--- src/rtl/mem_traffic_pkg.sv ---
// Shared types and constants for the memory traffic generator.
package mem_traffic_pkg;

    typedef enum logic [2:0] {
        IDLE,
        WRITE,
        READ,
        DRAIN,
        DONE
    } state_e;

    localparam logic [7:0] DEFAULT_SEED = 8'hA5;
    localparam int         ERR_CNT_W    = 8;

endpackage

--- src/rtl/mem_traffic_gen.sv ---
// Write-then-read-back traffic generator for a single-port, registered-read memory.
// Optional first-mismatch capture ports are built when MEM_TRAFFIC_GEN_ERR_CAPTURE_EN is defined.
module mem_traffic_gen
    import mem_traffic_pkg::*;
#(
    parameter int                 ADDR_W = 4,
    parameter int                 DATA_W = 8,
    parameter logic [DATA_W-1:0]  SEED   = DATA_W'(DEFAULT_SEED)
) (
    input  logic                 clk_i,
    input  logic                 rst_ni,
    input  logic                 start_i,
    output logic                 we_o,
    output logic [ADDR_W-1:0]    addr_o,
    output logic [DATA_W-1:0]    wdata_o,
    input  logic [DATA_W-1:0]    rdata_i,
    output logic                 busy_o,
    output logic                 done_o,
    output logic [ERR_CNT_W-1:0] err_cnt_o,
`ifdef MEM_TRAFFIC_GEN_ERR_CAPTURE_EN
    output logic                 err_vld_o,
    output logic [ADDR_W-1:0]    err_addr_o,
    output logic [DATA_W-1:0]    err_exp_o,
    output logic [DATA_W-1:0]    err_got_o,
`endif
    output logic                 pass_o
);

    localparam logic [ADDR_W-1:0] LAST_ADDR = '1;

    state_e               state_q, state_d;
    logic [ADDR_W-1:0]    addr_q;
    logic [7:0]           run_q;
    logic [ERR_CNT_W-1:0] err_q;
    logic                 chk_vld_q;
    logic [DATA_W-1:0]    exp_q;
    logic [DATA_W-1:0]    pattern;
    logic                 start_ok;
    logic                 mismatch;

    // Expected data for the address currently presented to the memory.
    assign pattern  = (SEED ^ DATA_W'(run_q)) + DATA_W'(addr_q);
    assign start_ok = start_i && (state_q == IDLE || state_q == DONE);
    assign mismatch = chk_vld_q && (rdata_i != exp_q);

    // NOTE: every signal assigned in an always_comb gets a default first, so no latch can be inferred.
    always_comb begin
        state_d = state_q;
        unique case (state_q)
            IDLE, DONE: if (start_i) state_d = WRITE;
            WRITE:      if (addr_q == LAST_ADDR) state_d = READ;
            READ:       if (addr_q == LAST_ADDR) state_d = DRAIN;
            DRAIN:      state_d = DONE;
            default:    state_d = IDLE;
        endcase
    end

    // NOTE: sequential state uses non-blocking assignments so every register samples pre-edge values.
    always_ff @(posedge clk_i or negedge rst_ni) begin
        if (!rst_ni) begin
            state_q   <= IDLE;
            addr_q    <= '0;
            run_q     <= '0;
            err_q     <= '0;
            chk_vld_q <= 1'b0;
            exp_q     <= '0;
        end else begin
            state_q   <= state_d;
            chk_vld_q <= (state_q == READ);
            exp_q     <= pattern;

            if (mismatch && err_q != '1) begin
                err_q <= err_q + ERR_CNT_W'(1);
            end

            if (state_q == WRITE || state_q == READ) begin
                addr_q <= addr_q + ADDR_W'(1);
            end

            if (state_q == DRAIN) begin
                run_q <= run_q + 8'd1;
            end

            if (start_ok) begin
                addr_q <= '0;
                err_q  <= '0;
            end
        end
    end

`ifdef MEM_TRAFFIC_GEN_ERR_CAPTURE_EN
    logic [ADDR_W-1:0] chk_addr_q;

    // Only the first mismatch of a run is kept; later ones leave the capture alone.
    always_ff @(posedge clk_i or negedge rst_ni) begin
        if (!rst_ni) begin
            chk_addr_q <= '0;
            err_vld_o  <= 1'b0;
            err_addr_o <= '0;
            err_exp_o  <= '0;
            err_got_o  <= '0;
        end else begin
            chk_addr_q <= addr_q;
            if (start_ok) begin
                err_vld_o  <= 1'b0;
                err_addr_o <= '0;
                err_exp_o  <= '0;
                err_got_o  <= '0;
            end else if (mismatch && !err_vld_o) begin
                err_vld_o  <= 1'b1;
                err_addr_o <= chk_addr_q;
                err_exp_o  <= exp_q;
                err_got_o  <= rdata_i;
            end
        end
    end
`endif

    always_comb begin
        we_o      = (state_q == WRITE);
        addr_o    = (state_q == WRITE || state_q == READ) ? addr_q : '0;
        wdata_o   = (state_q == WRITE) ? pattern : '0;
        busy_o    = (state_q == WRITE || state_q == READ || state_q == DRAIN);
        done_o    = (state_q == DONE);
        err_cnt_o = err_q;
        pass_o    = (state_q == DONE) && (err_q == '0);
    end

endmodule
--- config.mk ---
export PLATFORM = sky130hd
export DESIGN_NAME = mem_traffic_gen
export DESIGN_NICKNAME = d
export VERILOG_FILES = /design/src/rtl/mem_traffic_pkg.sv /design/src/rtl/mem_traffic_gen.sv
export SDC_FILE = /design/constraint.sdc
export NUM_CORES = 1
export LEC_CHECK = 0
export ABC_AREA = 1
export BUFFER_PORTS_ARGS = -buffer_cell sky130_fd_sc_hd__buf_2
export CORE_MARGIN = 1
export CORE_UTILIZATION = 25
export DETAILED_ROUTE_END_ITERATION = 10
export PLACE_DENSITY = 0.41
export SLEW_MARGIN = 0
export SYNTH_ARGS = -nofsm -noshare
export SYNTH_HDL_FRONTEND = slang
export SYNTH_SLANG_ARGS = --single-unit
--- constraint.sdc ---
create_clock -name clk_i -period 1.9 [get_ports clk_i]
set_input_delay 0.38 -clock clk_i [delete_from_list [all_inputs] [get_ports clk_i]]
set_output_delay 0.38 -clock clk_i [all_outputs]
set_load 0.02 [all_outputs]
Word-level counts from Yosys, hierarchy flattened
Index checks and enable logic that the tools add are counted.
{"block": "classes", "add_sub_neg": 4, "eq_ne": 10, "muxes": 10, "bitwise": 1, "n_reduce_logical": 13}
{"operator": "8-bit two-way mux", "n": 3}
{"operator": "8-bit by 1-bit adder with 8-bit output, second input constant", "n": 2}
{"operator": "4-bit two-way mux", "n": 3}
{"operator": "3-bit case mux with 4 select lines", "n": 1}
{"operator": "3-bit two-way mux", "n": 3}
{"operator": "8-bit by 4-bit adder with 8-bit output", "n": 1}
{"operator": "8-bit logical NOT", "n": 1}
{"operator": "8-bit != test", "n": 1}
{"operator": "8-bit != test, second input constant", "n": 1}
{"operator": "3-bit by 2-bit == test with 1-bit output, second input constant", "n": 2}
{"operator": "4-bit by 1-bit adder with 4-bit output, second input constant", "n": 1}
{"operator": "4-bit == test, second input constant", "n": 1}
{"operator": "1-bit logical AND", "n": 4}
{"operator": "2-bit != test, second input constant", "n": 2}
{"operator": "4-bit inverter", "n": 1}
{"operator": "2-bit nonzero test", "n": 2}
{"operator": "3-bit by 1-bit == test with 1-bit output, second input constant", "n": 1}
{"operator": "3-bit == test, second input constant", "n": 1}
{"operator": "3-bit logical NOT", "n": 1}
{"operator": "1-bit logical OR", "n": 3}
{"operator": "3-bit AND reduction", "n": 1}
{"operator": "2-bit by 1-bit != test with 1-bit output, second input constant", "n": 1}
{"operator": "2-bit OR reduction", "n": 1}
{"block": "word_totals", "reg_bits": 32, "inputBits": 11, "output_inout_bits": 24, "wordCells": 44}

Logic depth before layout (Yosys ltp)
{"block": "depth", "depth_word": 5, "depth_mapped": 10, "depth_no_buf": 10}

Worst setup path after synthesis
OpenSTA, ideal clock, no wires.
{"block": "synth_timing", "kind": "register -> output", "from": "register run_q[0]", "to": "output port wdata_o[6]", "t_arrival_ns": 1.821, "required_ns": 1.520, "path_slack_ns": -0.301, "stages_incl_launch_ff": 10, "n_path_buf": 0, "cell_sequence": "dfrtp_1 > inv_1 > ha_1 > inv_1 > fa_1 > o21ai_1 > nand3_1 > xor2_1 > inv_1 > nor2_1"}
{"block": "synth_via", "elab_chain_len": 3}
{"item": "from (decl)", "line": "mem_traffic_gen.sv:33", "rtl": "logic [7:0] run_q;"}
{"item": "from (signal assigned)", "line": "mem_traffic_gen.sv:81", "rtl": "run_q <= run_q + 8'd1;"}
{"item": "4-bit inverter (no source line)"}
{"item": "8-bit by 4-bit adder with 8-bit output", "line": "mem_traffic_gen.sv:42", "rtl": "assign pattern = (SEED ^ DATA_W'(run_q)) + DATA_W'(addr_q);"}
{"item": "named net pattern[6]", "line": "mem_traffic_gen.sv:37", "rtl": "logic [DATA_W-1:0] pattern;"}
{"item": "8-bit two-way mux", "line": "mem_traffic_gen.sv:122", "rtl": "wdata_o = (state_q == WRITE) ? pattern : '0;"}
{"item": "to (decl)", "line": "mem_traffic_gen.sv:15", "rtl": "output logic [DATA_W-1:0] wdata_o,"}
The timed path passes the listed nets, and every way through them passes these cells.

Worst setup path in the final report
Same ends and word-level chain as after synthesis.

==> metrics.txt <==
total CTS buffers 5; latest clock arrival within the worst-skew pair 280 ps; die area 0.00800 mm²; Starting DRT DRC Count 43; Slew headroom 79.5%; total number of vias 1737; Crit. End Element primary output; Leak 1.42 nW; I/O Pins 35; final setup margin -476 ps; chip width ~89 µm; layout cells sized above 1 between 30% and 40%; CTS Root Cell clkbuf_8; wire length per cell 10.9 µm; pwr dens 1640 mW/mm²; total congestion overflow 0; Worst Path Buf+Inv 4; Syn Area/Cell 7.74 µm²; crit start category flip-flop; Critical Path, Cell by Cell inv_2 -> ha_4 -> inv_2 -> fa_2 -> o21ai_2 -> nand3_1 -> xor2_1 -> inv_1 -> nor2_4 -> buf_6; Setup CP Type reg2out; outcome finished with violations; Clock Sinks 32; delay of the slowest cell on the worst path around 390 ps; top-area cell type share of the netlist area 41.9%; Antenna Nets Post-Route 0; Worst-Margin Slew 308 ps; gr usage total 12.9%; ant diodes 0; most frequent cells in the layout 54 x nand2_1, 37 x inv_1, 36 x buf_4; clk_skew a little over 8 ps; first-pass GRT wire length 7730 µm; DIE HEIGHT 89.5 µm; Area Overhead vs Synth 45.7%; syn_nets 267; initial antenna violation count 0; fin util between 30% and 40%; most used cell, CP inv_2; cell taking the most area after synthesis dfrtp_1; worst slack, placed -268 ps; maxcap violations 0; GP Congestion 0.777; # rows 31; Residual DRC 0; DR vias/cell 4.15; Final HPWL DP 3390 µm; crit path DAT 2000 ps; Seq/Total Area, Yosys 41.9%; Max clock buf depth 2; asr flop ratio synth 100%; Core ar. 0.00733 mm²; number of hold buffers added after CTS 0; Yosys reg bits 32; DRT Wirelength roughly 4600 µm; crit-path max FO 2; IO buf count 34; critical path data required time 1520 ps; Setup-failing EPs final 7; Final period util 125%; Syn Std Cell Area 0.00191 mm²; Tmin final 2380 ps; worst hold path type in2async; Max Clock Freq 0.421 GHz; most common cell after layout, fill and taps aside nand2_1; CTS tree done; endpoints failing hold 0; vias in the first global route 1684; Max Slew Vio Count 0; CTS H-tree lvls 2; largest net degree at the start of global routing 33; failing checks negative setup slack; starting density of the core about a quarter; Clock transition at path regs 70 ps; Synth area leaders dfrtp_1 42%, nand2_1 11%, inv_1 8.0%; Worst path top cell family by delay adder cells; EDFF count, synth 0; RSZ-0062 raised after global routing true; Post-Syn Instances 247; Yosys cell types 29; slowest stage cell on the critical path dfrtp_1; Pre-antenna DRT Iters 4; final setup TNS -2100 ps; peak supply drop 0.432 mV; Main synth FF type dfrtp_1; YS warnings 0; Final nets between 300 and 400
report_power, final:
part	switching, mW	leakage, nW	internal (mW)
clock	0.245	0.0455	0.295
sequential	0.216	0.402	0.915
combinational	1.51	0.969	1.38
total	1.97	1.42	2.59
worst reg2reg max path: stages (launching register included):
cell	delay [ps]
dfrtp_1	390
inv_2	80
ha_4	130
inv_2	30
fa_2	340
o21ai_2	140
nand3_1	110
xor2_1	190
buf_4	130
sequential cells by signal (all words and copies together), names as in the netlist:
register   flops
addr_q         4
chk_vld_q      1
err_cnt_o      8
exp_q          8
run_q          8
state_q        3
through the flow:
stage	power, mW	area, µm²	hold slack, ps	std cells
global placement	3.45	2430	354	402
global route	5.01	2790	56.7	419
detailed placement	3.45	2430	353	402
floorplan	2.55	1950	84.4	247
finish	4.56	2790	43.1	419
CTS	4.44	2700	42.9	415
cell type report:
cell class / instances / area [µm²]
tap: 99 / 124
sequential: 32 / 802
multi-input combinational: 169 / 1100
clock buffer: 8 / 90.1
fill: 784 / 4540
inverter: 43 / 164
timing repair buffer: 68 / 502
synth_stat cells, drive strengths merged, types with 2 or more instances:
cell	instances
nand2	59
inv	43
nor2	38
dfrtp	32
nand3	21
xor2	11
a21oi	8
ha	8
xnor2	7
o21ai	5
buf	2
nand4	2
nor3	2
logic make-up (layout without fill, tap and decap cells):
logic type	Yosys count	after routing	synth area share [%]
xor+xnor	18	18	8.25
fa+ha+maj	9	9	6.28
buf+inv	46	119	9.16
compound gates	16	16	5.24
flops	32	32	41.9
simple gates	126	126	29.2
path summary, 6_finish.rpt:
check                         start           end  slack, ps  cells past startpoint
min                          rst_ni      run_q[7]         40                      2
max                        run_q[0]    wdata_o[6]       -480                     10
min reg2reg                run_q[6]      run_q[6]        500                      1
max reg2reg                run_q[0]      exp_q[6]        260                      8
min in group clk_i          start_i  err_cnt_o[7]        460                      4
max in group asynchronous    rst_ni  err_cnt_o[6]       1660                      2
layer usage:
metal	vias up	track usage [%]	routed length (µm)
met4	0	4.33	68
met1	807	16.7	2170
met5	-	0	0
li1	903	-	-
met2	21	21.2	2200
met3	6	2.77	113
what timing repair did:
action / CTS / global route
setup buffers: 5 / 4
setup endpoints to repair: 10 / 12
pin swaps: 15 / 12
resized for setup: 34 / 16
Note: power is estimated with default switching activity, not from simulation.
